<file path="src/rtl/result_display.sv">
// Seven-segment display stage for the calculator result: latches the 64-bit word,
// pages through it 16 bits at a time and scans four active-low digits.
module result_display #(
    parameter int SCAN_DIV = 100000,
    parameter int CNT_W    = 17
) (
    input  logic        clk,
    input  logic        rst,
    input  logic        result_valid,
    input  logic [63:0] result,
    input  logic [1:0]  size_sel,
    input  logic        page_next,
    output logic [3:0]  an,
    output logic [6:0]  seg,
    output logic        dp,
    output logic [3:0]  page_led
);

    typedef enum logic {IDLE, SHOW} state_t;

    localparam logic [6:0] SEG_DASH = 7'b0111111;

    state_t             state_q, state_d;
    logic [1:0]         page_q, page_d;
    logic [63:0]        word_q, word_d;
    logic [1:0]         size_q, size_d;
    logic [CNT_W-1:0]   presc_q;
    logic [1:0]         digit_q;
    logic [1:0]         top_page;
    logic               sign;
    logic [3:0]         nibble;
    logic [3:0]         an_d;
    logic [6:0]         seg_d;
    logic               dp_d;
    logic               presc_wrap;

    function automatic logic [6:0] hex_seg(input logic [3:0] v);
        case (v)
            4'h0: hex_seg = 7'b1000000;
            4'h1: hex_seg = 7'b1111001;
            4'h2: hex_seg = 7'b0100100;
            4'h3: hex_seg = 7'b0110000;
            4'h4: hex_seg = 7'b0011001;
            4'h5: hex_seg = 7'b0010010;
            4'h6: hex_seg = 7'b0000010;
            4'h7: hex_seg = 7'b1111000;
            4'h8: hex_seg = 7'b0000000;
            4'h9: hex_seg = 7'b0010000;
            4'hA: hex_seg = 7'b0001000;
            4'hB: hex_seg = 7'b0000011;
            4'hC: hex_seg = 7'b1000110;
            4'hD: hex_seg = 7'b0100001;
            4'hE: hex_seg = 7'b0000110;
            default: hex_seg = 7'b0001110;
        endcase
    endfunction

    // Top page and sign bit both follow the latched operand size.
    always_comb begin
        case (size_q)
            2'b00:   begin top_page = 2'd0; sign = word_q[15]; end
            2'b01:   begin top_page = 2'd1; sign = word_q[31]; end
            default: begin top_page = 2'd3; sign = word_q[63]; end
        endcase
    end

    always_comb begin
        state_d = state_q;
        page_d  = page_q;
        word_d  = word_q;
        size_d  = size_q;
        if (result_valid) begin
            state_d = SHOW;
            page_d  = 2'd0;
            word_d  = result;
            size_d  = size_sel;
        end else if (page_next && state_q == SHOW) begin
            page_d = (page_q == top_page) ? 2'd0 : page_q + 2'd1;
        end
    end

    always_ff @(posedge clk) begin
        if (rst) begin
            state_q <= IDLE;
            page_q  <= 2'd0;
            word_q  <= 64'd0;
            size_q  <= 2'd0;
        end else begin
            state_q <= state_d;
            page_q  <= page_d;
            word_q  <= word_d;
            size_q  <= size_d;
        end
    end

    assign presc_wrap = (presc_q == CNT_W'(SCAN_DIV - 1));

    always_ff @(posedge clk) begin
        if (rst) begin
            presc_q <= '0;
            digit_q <= 2'd0;
        end else if (presc_wrap) begin
            presc_q <= '0;
            digit_q <= digit_q + 2'd1;
        end else begin
            presc_q <= presc_q + CNT_W'(1);
        end
    end

    assign nibble = word_q[{page_q, digit_q, 2'b00} +: 4];

    always_comb begin
        an_d  = ~(4'b0001 << digit_q);
        seg_d = SEG_DASH;
        dp_d  = 1'b1;
        if (state_q == SHOW) begin
            seg_d = hex_seg(nibble);
            dp_d  = ~(sign && digit_q == 2'd3 && page_q == top_page);
        end
    end

    // Display drive is registered so the anodes never glitch between slots.
    always_ff @(posedge clk) begin
        if (rst) begin
            an  <= 4'hF;
            seg <= 7'h7F;
            dp  <= 1'b1;
        end else begin
            an  <= an_d;
            seg <= seg_d;
            dp  <= dp_d;
        end
    end

    assign page_led = (state_q == SHOW) ? (4'b0001 << page_q) : 4'b0000;

endmodule

</file>
<file path="config.mk">
export PLATFORM = sky130hd
export DESIGN_NAME = result_display
export DESIGN_NICKNAME = d
export VERILOG_FILES = /design/src/rtl/result_display.sv
export SDC_FILE = /design/constraint.sdc
export NUM_CORES = 1
export LEC_CHECK = 0
export ABC_AREA = 1
export CORE_ASPECT_RATIO = 0.8
export CORE_MARGIN = 1
export CORE_UTILIZATION = 53
export DETAILED_ROUTE_END_ITERATION = 16
export PLACE_DENSITY = 0.81
export SLEW_MARGIN = 10
export SYNTH_ARGS = -nofsm -noshare
export SYNTH_HDL_FRONTEND = slang
export SYNTH_SLANG_ARGS = --single-unit
export TNS_END_PERCENT = 100
</file>
<file path="constraint.sdc">
create_clock -name clk -period 2.12 [get_ports clk]
set_input_delay 0.318 -clock clk [delete_from_list [all_inputs] [get_ports clk]]
set_output_delay 0.318 -clock clk [all_outputs]
set_load 0.02 [all_outputs]
</file>
==> PnR_summary.wiki, run 1 <==
{| class="wikitable"
! Metric !! Value
|-
| Run status || finished, final reports clean
|-
| Horizontal die dimension || between 100 and 150 um
|-
| Total length of routed wires || 11,400 um
|-
| Crit share post-route || a little over nine tenths
|-
| Average vias per placed instance || between 5 and 6
|-
| Max Cap Violations || 0
|-
| Overall power after layout || about 3.6 mW
|-
| DRC errors left || 0
|-
| Total negative slack || 0 ns
|-
| Pin count of the biggest net entering global routing || 68
|-
| Maximum fanout encountered on the critical timing path || 4
|-
| Warnings, synthesis || 0
|-
| Iteration-0 DRC Markers || roughly 260
|-
| Static Leakage || roughly 2.4 nW
|-
| Post-Syn Instances || approximately 630
|-
| Most used flip-flop cell after synthesis || sky130_fd_sc_hd__dfxtp_1
|-
| Max stage delay on crit path || between 0.6 and 0.7 ns
|-
| Total half-perimeter wirelength after legalization and detailed placement || 8550 um
|-
| Worst slack after detailed placement || around 0.23 ns
|-
| Ports || 86
|-
| Type of the most critical hold path || in2reg
|-
| Post-CTS Hold Fix Bufs || 0
|-
| Number of hold violations in the final report || 0
|-
| Total Die Area || a little over 9000 um^2
|-
| CP required || around 1.8 ns
|-
| Die height || 86.6 um
|-
| Worst setup slack after layout || 0.0595 ns
|-
| Kind of critical path || reg2out
|-
| Endpoint arrival time on the critical path || roughly 1.7 ns
|-
| Post-synthesis instance area || around 4700 um^2
|-
| Core Rows || 30
|-
| Proportion of synthesized flip-flops having asynchronous set or reset || 0%
|-
| Synth Net Count || 710
|-
| Ordered list of cells on the worst path || ha_1 -> nand2_1 -> inv_1 -> clkdlybuf4s50_1
|-
| TritonRoute pass-1 iters || 5
|-
| Unrepaired setup endpoints after global routing || false
|-
| Via count of the first global-routing pass || ~4,000
|-
| Global-route wire length before repair || 18,700 um
|-
| Count of vias placed by the detailed router || approximately 4,300
|-
| Area added between synthesis and finish || 23.5%
|-
| Final setup vio count || 0
|-
| Total overflow reported by the global router || 0
|-
| Fraction of layout cells with a size suffix above 1 || 9.21%
|-
| Sequential cell area fraction in the yosys report || between 40 and 50%
|-
| Root Buffer Master || sky130_fd_sc_hd__clkbuf_8
|-
| Setup clock skew after layout || around 0.0068 ns
|-
| Core ar. || between 8000 and 9000 um^2
|-
| Crit path buf inv count || 2
|-
| Number of flops mapped to enable cells by yosys || 0
|-
| Maximum clock path buffer count || 2
|-
| Normalized max-slew margin || between 50% and 60%
|-
| Antenna violation net count after detailed routing || 0
|-
| Initial antenna violation count || 0
|-
| Clock buffers created by TritonCTS || 9
|-
| Mapped Avg Cell Area || around 7.6 um^2
|-
| Htree depth || 3
|-
| Final Max Tran Viols || 0
|-
| Routability congestion estimate from global placement || 0.955
|-
| PortBufs || 85
|-
| Clock Pin Slew Worst Setup and Hold Paths || 0.09 ns
|-
| Element type at the critical path end || output port
|-
| Pwr Density || between 600 and 700 nW/um^2
|-
| Nature of the critical path startpoint || register
|-
| Worst hold slack || ~0.44 ns
|-
| Shortest period the worst path allows || 2.06 ns
|-
| Total routing resource utilization after global routing || 25.5%
|-
| Detailed-route wire length per cell || 13.9 um
|-
| Largest delay contributor family on the critical path || buffers and inverters
|-
| Initial core utilization || around 55%
|-
| Number of synthesized register bits || 100
|-
| Maximum frequency from static timing analysis || between 400 and 500 MHz
|-
| Netlist cell types || 39
|-
| Transition time of the tightest slew-check pin || about 0.65 ns
|-
| # nets final || between 700 and 800
|-
| Slowest library cell on the worst path || sky130_fd_sc_hd__clkdlybuf4s50_1
|-
| Insertion delay to the later sink of the worst-skew pair || 0.36 ns
|-
| Count of clock tree sinks || 100
|-
| N_diodes || 0
|-
| Clock tree from TritonCTS || done
|-
| Peak VDD IR || ~0.37 mV
|}
[where the power goes]
part / internal (mW) / switching, mW / total (mW)
clock network: 0.522 / 0.621 / 1.14
registers: 1.97 / 0.0363 / 2.00
logic: 0.234 / 0.260 / 0.494
[timing repair]
action / in CTS / in global routing
buffers inserted: 0 / 0
setup endpoints to repair: 3 / 4
resized for setup: 3 / 5
[cell type report]
class	count	area, um^2
inverters	97	374
fillers	692	2740
clock buffers	13	169
clock inverters	3	20.0
flip-flops and latches	100	2000
repair buffers	99	975
multi-input cells	394	2170
well taps	112	140
[path summary, 6_finish.rpt]
path                            endpoint                     from  cells after the start  slack (ns)
setup / recovery             page_led[3]   page_q[0]$_SDFFE_PP0P_                      4        0.06
hold / removal    page_q[1]$_SDFFE_PP0P_             result_valid                      3        0.44
setup reg to reg       seg[3]$_SDFF_PP1_  digit_q[1]$_SDFFE_PP0N_                     12        0.22
hold reg to reg   word_q[2]$_SDFFE_PP0P_   word_q[2]$_SDFFE_PP0P_                      2        0.47
[sequential cells by signal, indices dropped and copies added (netlist names)]
signal,count
presc_q,17
an,4
state_q,1
word_q,64
seg,7
size_q,2
digit_q,2
dp,1
page_q,2
[Yosys cell counts, types with 3 or more instances]
library cell,number,area share [%]
sky130_fd_sc_hd__nand3_1,122,13
sky130_fd_sc_hd__dfxtp_1,100,42
sky130_fd_sc_hd__nand2_1,92,7.3
sky130_fd_sc_hd__inv_1,89,7.0
sky130_fd_sc_hd__o21ai_0,64,6.8
sky130_fd_sc_hd__clkbuf_1,20,1.6
sky130_fd_sc_hd__nor2_1,17,1.3
sky130_fd_sc_hd__ha_1,15,4.0
sky130_fd_sc_hd__a21oi_1,13,1.4
sky130_fd_sc_hd__o211ai_1,13,2.1
sky130_fd_sc_hd__nand3_2,8,1.7
sky130_fd_sc_hd__buf_6,6,1.4
sky130_fd_sc_hd__nor3_1,6,0.63
sky130_fd_sc_hd__o21ai_1,6,0.63
sky130_fd_sc_hd__xor2_1,6,1.1
sky130_fd_sc_hd__buf_4,5,0.79
sky130_fd_sc_hd__inv_2,5,0.40
sky130_fd_sc_hd__nand2_2,4,0.53
sky130_fd_sc_hd__nand4_1,4,0.53
sky130_fd_sc_hd__buf_2,3,0.32
sky130_fd_sc_hd__inv_4,3,0.40
[cells in the final DEF, fill, tap and decap left out, types with 4 or more instances in the layout]
| master | instances |
|---|---|
| sky130_fd_sc_hd__clkdlybuf4s50_1 | 81 |
| sky130_fd_sc_hd__o21ai_1 | 6 |
| sky130_fd_sc_hd__inv_2 | 5 |
| sky130_fd_sc_hd__inv_4 | 4 |
| sky130_fd_sc_hd__nand2_1 | 92 |
| sky130_fd_sc_hd__nand4_1 | 4 |
| sky130_fd_sc_hd__nand3_1 | 122 |
| sky130_fd_sc_hd__nor3_1 | 6 |
| sky130_fd_sc_hd__nor2_1 | 17 |
| sky130_fd_sc_hd__inv_1 | 88 |
| sky130_fd_sc_hd__buf_4 | 11 |
| sky130_fd_sc_hd__xor2_1 | 6 |
| sky130_fd_sc_hd__dfxtp_1 | 99 |
| sky130_fd_sc_hd__nand3_2 | 8 |
| sky130_fd_sc_hd__o21ai_0 | 64 |
| sky130_fd_sc_hd__nand2_2 | 4 |
| sky130_fd_sc_hd__ha_1 | 15 |
| sky130_fd_sc_hd__clkbuf_8 | 12 |
| sky130_fd_sc_hd__o211ai_1 | 13 |
| sky130_fd_sc_hd__a21oi_1 | 13 |
[cell families after synthesis]
logic type	after synthesis	share of synthesized area (%)
adder cells (fa/ha/maj)	15	3.96
AND/OR/NAND/NOR	270	28.8
AO/OA/AOI/OAI	102	11.8
flip-flops	100	42.2
XOR/XNOR	7	1.29
buffers and inverters	131	12.0
[routing by layer]
metal | track usage (%) | part of all wire [%]
met5 | 0 | 0
met4 | 8.97 | 1.9
met3 | 5.56 | 7.7
met2 | 39.3 | 43
met1 | 35.3 | 48
[worst min-delay path: stages]
cell and delay [ns]:
sky130_fd_sc_hd__buf_2 0.12, sky130_fd_sc_hd__or2_2 0.26, sky130_fd_sc_hd__a21oi_1 0.06
[stage by stage]
stage	cell area, um^2	cells	utilization [%]
6_report	5850	818	68.1
5_1_grt	5850	818	68.1
4_1_cts	5840	818	67.9
3_5_place_dp	5650	802	65.7
3_3_place_gp	5650	802	65.7
2_1_floorplan	4740	625	-
No activity file was read; power rests on OpenSTA's default activity.
==> run 2, diff against run 1 <==
--- a/constraint.sdc
+++ b/constraint.sdc
@@ -3,2 +3,2 @@
 set_output_delay 0.318 -clock clk [all_outputs]
-set_load 0.02 [all_outputs]
+set_load 0.05 [all_outputs]
==> run 2 against run 1 <==
  * Via count up 0.30%
  * Fmax up 7.8%
  * Combinational power up 4.7%
  * Core utilization down 0.23 points
  * Highest routed layer unchanged
  * Critical path depth up 8
  * Flip-flop and latch count unchanged
  * Cell count down 0.24%
  * Critical path type is now reg2reg
  * First-iteration DRC count up 22%
  * Largest power group unchanged
  * Clock skew up 0.0026 ns
  * Register-to-register slack about the same
  * Worst setup slack better by 0.15 ns
==> PnR_summary.wiki, run 2 (synthesis results as in run 1) <==
{| class="wikitable"
! Metric !! Value
|-
| Worst slack after detailed placement || 0.220 ns (-0.00975 ns)
|-
| Leading cell type in the layout, fill and taps excluded || sky130_fd_sc_hd__nand3_1
|-
| Insertion delay to the later sink of the worst-skew pair || 0.37 ns (about the same)
|-
| DRC errors left || 0 (unchanged)
|-
| Horizontal die dimension || 108 um (unchanged)
|-
| Via count of the first global-routing pass || 3,939 (-1.8%)
|-
| Maximum fanout encountered on the critical timing path || 13 (+9)
|-
| Area occupied by multi-input gates || 2170 um^2 (unchanged)
|-
| Clock tree from TritonCTS || done
|-
| Crit share post-route || 90.1% (-7.0 points)
|-
| Pwr Density || 634 nW/um^2 (+2.0%)
|-
| Pin count of the biggest net entering global routing || 74 (+8.8%)
|-
| Setup clock skew after layout || 0.00942 ns (+0.00262 ns)
|-
| Routability congestion estimate from global placement || 0.882 (-7.7%)
|-
| Kind of critical path || reg2reg
|-
| Max Cap Violations || 0 (unchanged)
|-
| Unrepaired setup endpoints after global routing || false
|-
| Clock buffers created by TritonCTS || 9 (unchanged)
|-
| Endpoint arrival time on the critical path || 2.16 ns (+0.42 ns)
|-
| Initial core utilization || 55.2% (unchanged)
|-
| Iteration-0 DRC Markers || 314 (+22%)
|-
| Element type at the critical path end || register
|-
| Final setup vio count || 0 (unchanged)
|-
| Startpoint of the tightest hold check path || word_q[51]$_SDFFE_PP0P_
|-
| Total negative slack || 0 ns (unchanged)
|-
| Most frequent cells in the layout || sky130_fd_sc_hd__nand3_1, sky130_fd_sc_hd__dfxtp_1, sky130_fd_sc_hd__nand2_1, sky130_fd_sc_hd__inv_1, sky130_fd_sc_hd__clkdlybuf4s50_1
|-
| Nature of the critical path startpoint || register
|-
| Count of vias placed by the detailed router || 4,325 (+0.30%)
|-
| Total half-perimeter wirelength after legalization and detailed placement || 8460 um (-1.1%)
|-
| Global-route wire length before repair || 18,700 um (about the same)
|-
| Total length of routed wires || 11,400 um (+0.32%)
|-
| Largest Register || word_q
|-
| Static Leakage || 2.36 nW (-1.6%)
|-
| Area added between synthesis and finish || 23.0%
|-
| Footprint of the flip-flops and latches || 2000 um^2 (unchanged)
|-
| CP required || 2.37 ns (+0.57 ns)
|-
| Max reg flops || 64 (unchanged)
|-
| Number of hold violations in the final report || 0 (unchanged)
|-
| Worst setup slack after layout || 0.209 ns (+0.149 ns)
|-
| Root Buffer Master || sky130_fd_sc_hd__clkbuf_8
|-
| # nets final || 784 (-0.25%)
|-
| Count of clock tree sinks || 100 (unchanged)
|-
| Register-to-register path setup slack || 0.21 ns (about the same)
|-
| Launch instance of the worst register-to-register path || digit_q[1]$_SDFFE_PP0N_
|-
| Filler Cells Inserted || 697 (+0.72%)
|-
| Maximum clock path buffer count || 2 (unchanged)
|-
| Transition time of the tightest slew-check pin || 0.532 ns (-0.119 ns)
|-
| Peak VDD IR || 0.433 mV (+17%)
|-
| Post-CTS Setup Bufs || 0 (unchanged)
|-
| Final Max Tran Viols || 0 (unchanged)
|-
| Endpoint of the worst register-to-register path || seg[3]$_SDFF_PP1_
|-
| Die height || 86.6 um (unchanged)
|-
| Detailed-route wire length per cell || 14.0 um (+0.57%)
|-
| Total Die Area || 9330 um^2 (unchanged)
|-
| Run status || finished, final reports clean
|-
| Initial antenna violation count || 0 (unchanged)
|-
| Clock Pin Slew Worst Setup and Hold Paths || 0.10 ns (about the same)
|-
| TritonRoute pass-1 iters || 5 (unchanged)
|-
| Average vias per placed instance || 5.30 (+0.55%)
|-
| Hold Crit Depth || 2 (-1)
|-
| Shortest period the worst path allows || 1.91 ns (-0.149 ns)
|-
| Normalized max-slew margin || 64.4% (+7.8 points)
|-
| Htree depth || 3 (unchanged)
|-
| Biggest regs || word_q x64, presc_q x17, seg x7
|-
| N_diodes || 0 (unchanged)
|-
| Core ar. || 8600 um^2 (unchanged)
|-
| WHS Endpoint || word_q[51]$_SDFFE_PP0P_
|-
| Total overflow reported by the global router || 0 (unchanged)
|-
| Type of the most critical hold path || reg2reg
|-
| Core Rows || 30 (unchanged)
|-
| PortBufs || 85 (unchanged)
|-
| Number of cell instances on the worst register-to-register path || 12 (unchanged)
|-
| Fraction of layout cells with a size suffix above 1 || 9.52% (+0.31 points)
|-
| Ports || 86 (unchanged)
|-
| Total routing resource utilization after global routing || 25.9% (+0.32 points)
|-
| Maximum frequency from static timing analysis || 523 MHz (+7.8%)
|-
| Antenna violation net count after detailed routing || 0 (unchanged)
|}
run 2: report_power, final:
part / leakage [nW] / total [mW] / switching (mW) / internal [mW]
Clock: 0.0954 / 1.18 / 0.701 / 0.480
Combinational: 1.45 / 0.517 / 0.285 / 0.231
Sequential: 0.822 / 2.00 / 0.0360 / 1.97
Total: 2.36 / 3.70 / 1.02 / 2.68
run 2: area by class of cell:
type	instances	share of cell area, %
flip-flops and latches	100	34.3
well taps	112	2.40
multi-input cells	394	37.3
inverters	97	6.37
clock inverters	6	0.922
repair buffers	97	16.4
clock buffers	10	2.36
run 2: worst max path at each step:
| stage | from | to | slack [ns] | cells after the start |
|---|---|---|---|---|
| 6_report | digit_q[1]$_SDFFE_PP0N_ | seg[3]$_SDFF_PP1_ | 0.21 | 12 |
| 5_1_grt | digit_q[0]$_SDFFE_PP0N_ | seg[0]$_SDFF_PP1_ | 0.03 | 12 |
| 4_1_cts | digit_q[0]$_SDFFE_PP0N_ | seg[3]$_SDFF_PP1_ | 0.20 | 13 |
| 3_5_place_dp | digit_q[0]$_SDFFE_PP0N_ | seg[3]$_SDFF_PP1_ | 0.22 | 13 |
| 3_3_place_gp | rst | page_q[0]$_SDFFE_PP0P_ | 0.26 | 4 |
| 2_1_floorplan | digit_q[0]$_SDFFE_PP0N_ | seg[3]$_SDFF_PP1_ | 0.30 | 15 |
run 2: repair_timing:
item | in CTS | in global routing
endpoints found under the setup margin | 0 | 3
hold buffers | 0 | 0
gates resized for setup | 0 | 2
run 2: worst max-delay path: stages (launching register included):
cell and delay (ns):
sky130_fd_sc_hd__dfxtp_1 0.40, sky130_fd_sc_hd__buf_4 0.22, sky130_fd_sc_hd__nand3_1 0.10, sky130_fd_sc_hd__nand3_1 0.09
sky130_fd_sc_hd__nand3_1 0.07, sky130_fd_sc_hd__nand2_1 0.19, sky130_fd_sc_hd__inv_1 0.12, sky130_fd_sc_hd__ha_1 0.31
sky130_fd_sc_hd__inv_1 0.04, sky130_fd_sc_hd__nand2_1 0.06, sky130_fd_sc_hd__nand3_1 0.07, sky130_fd_sc_hd__nand2_1 0.06
sky130_fd_sc_hd__nand2_1 0.05
run 2: per-layer routing:
layer	wire length, um	vias to the layer above	track usage, %	share of wire, %
met2	5000	146	40.2	44
met3	720	14	5.56	6.3
met5	0	-	0	0
met1	5570	1973	36.4	49
met4	147	0	6.72	1.3
li1	-	2192	-	-
run 2: stage by stage:
| stage | utilization (%) | area, um^2 | cells | power (mW) | hold WS (ns) |
|---|---|---|---|---|---|
| floorplan | - | 4740 | 625 | 2.33 | 0.390 |
| detailed placement | 65.6 | 5640 | 800 | 2.56 | 0.460 |
| global route | 67.9 | 5830 | 816 | 3.86 | 0.500 |
| finish | 67.9 | 5830 | 816 | 3.70 | 0.474 |
| global placement | 65.6 | 5640 | 800 | 2.55 | 0.438 |
| CTS | 67.8 | 5830 | 816 | 3.72 | 0.476 |
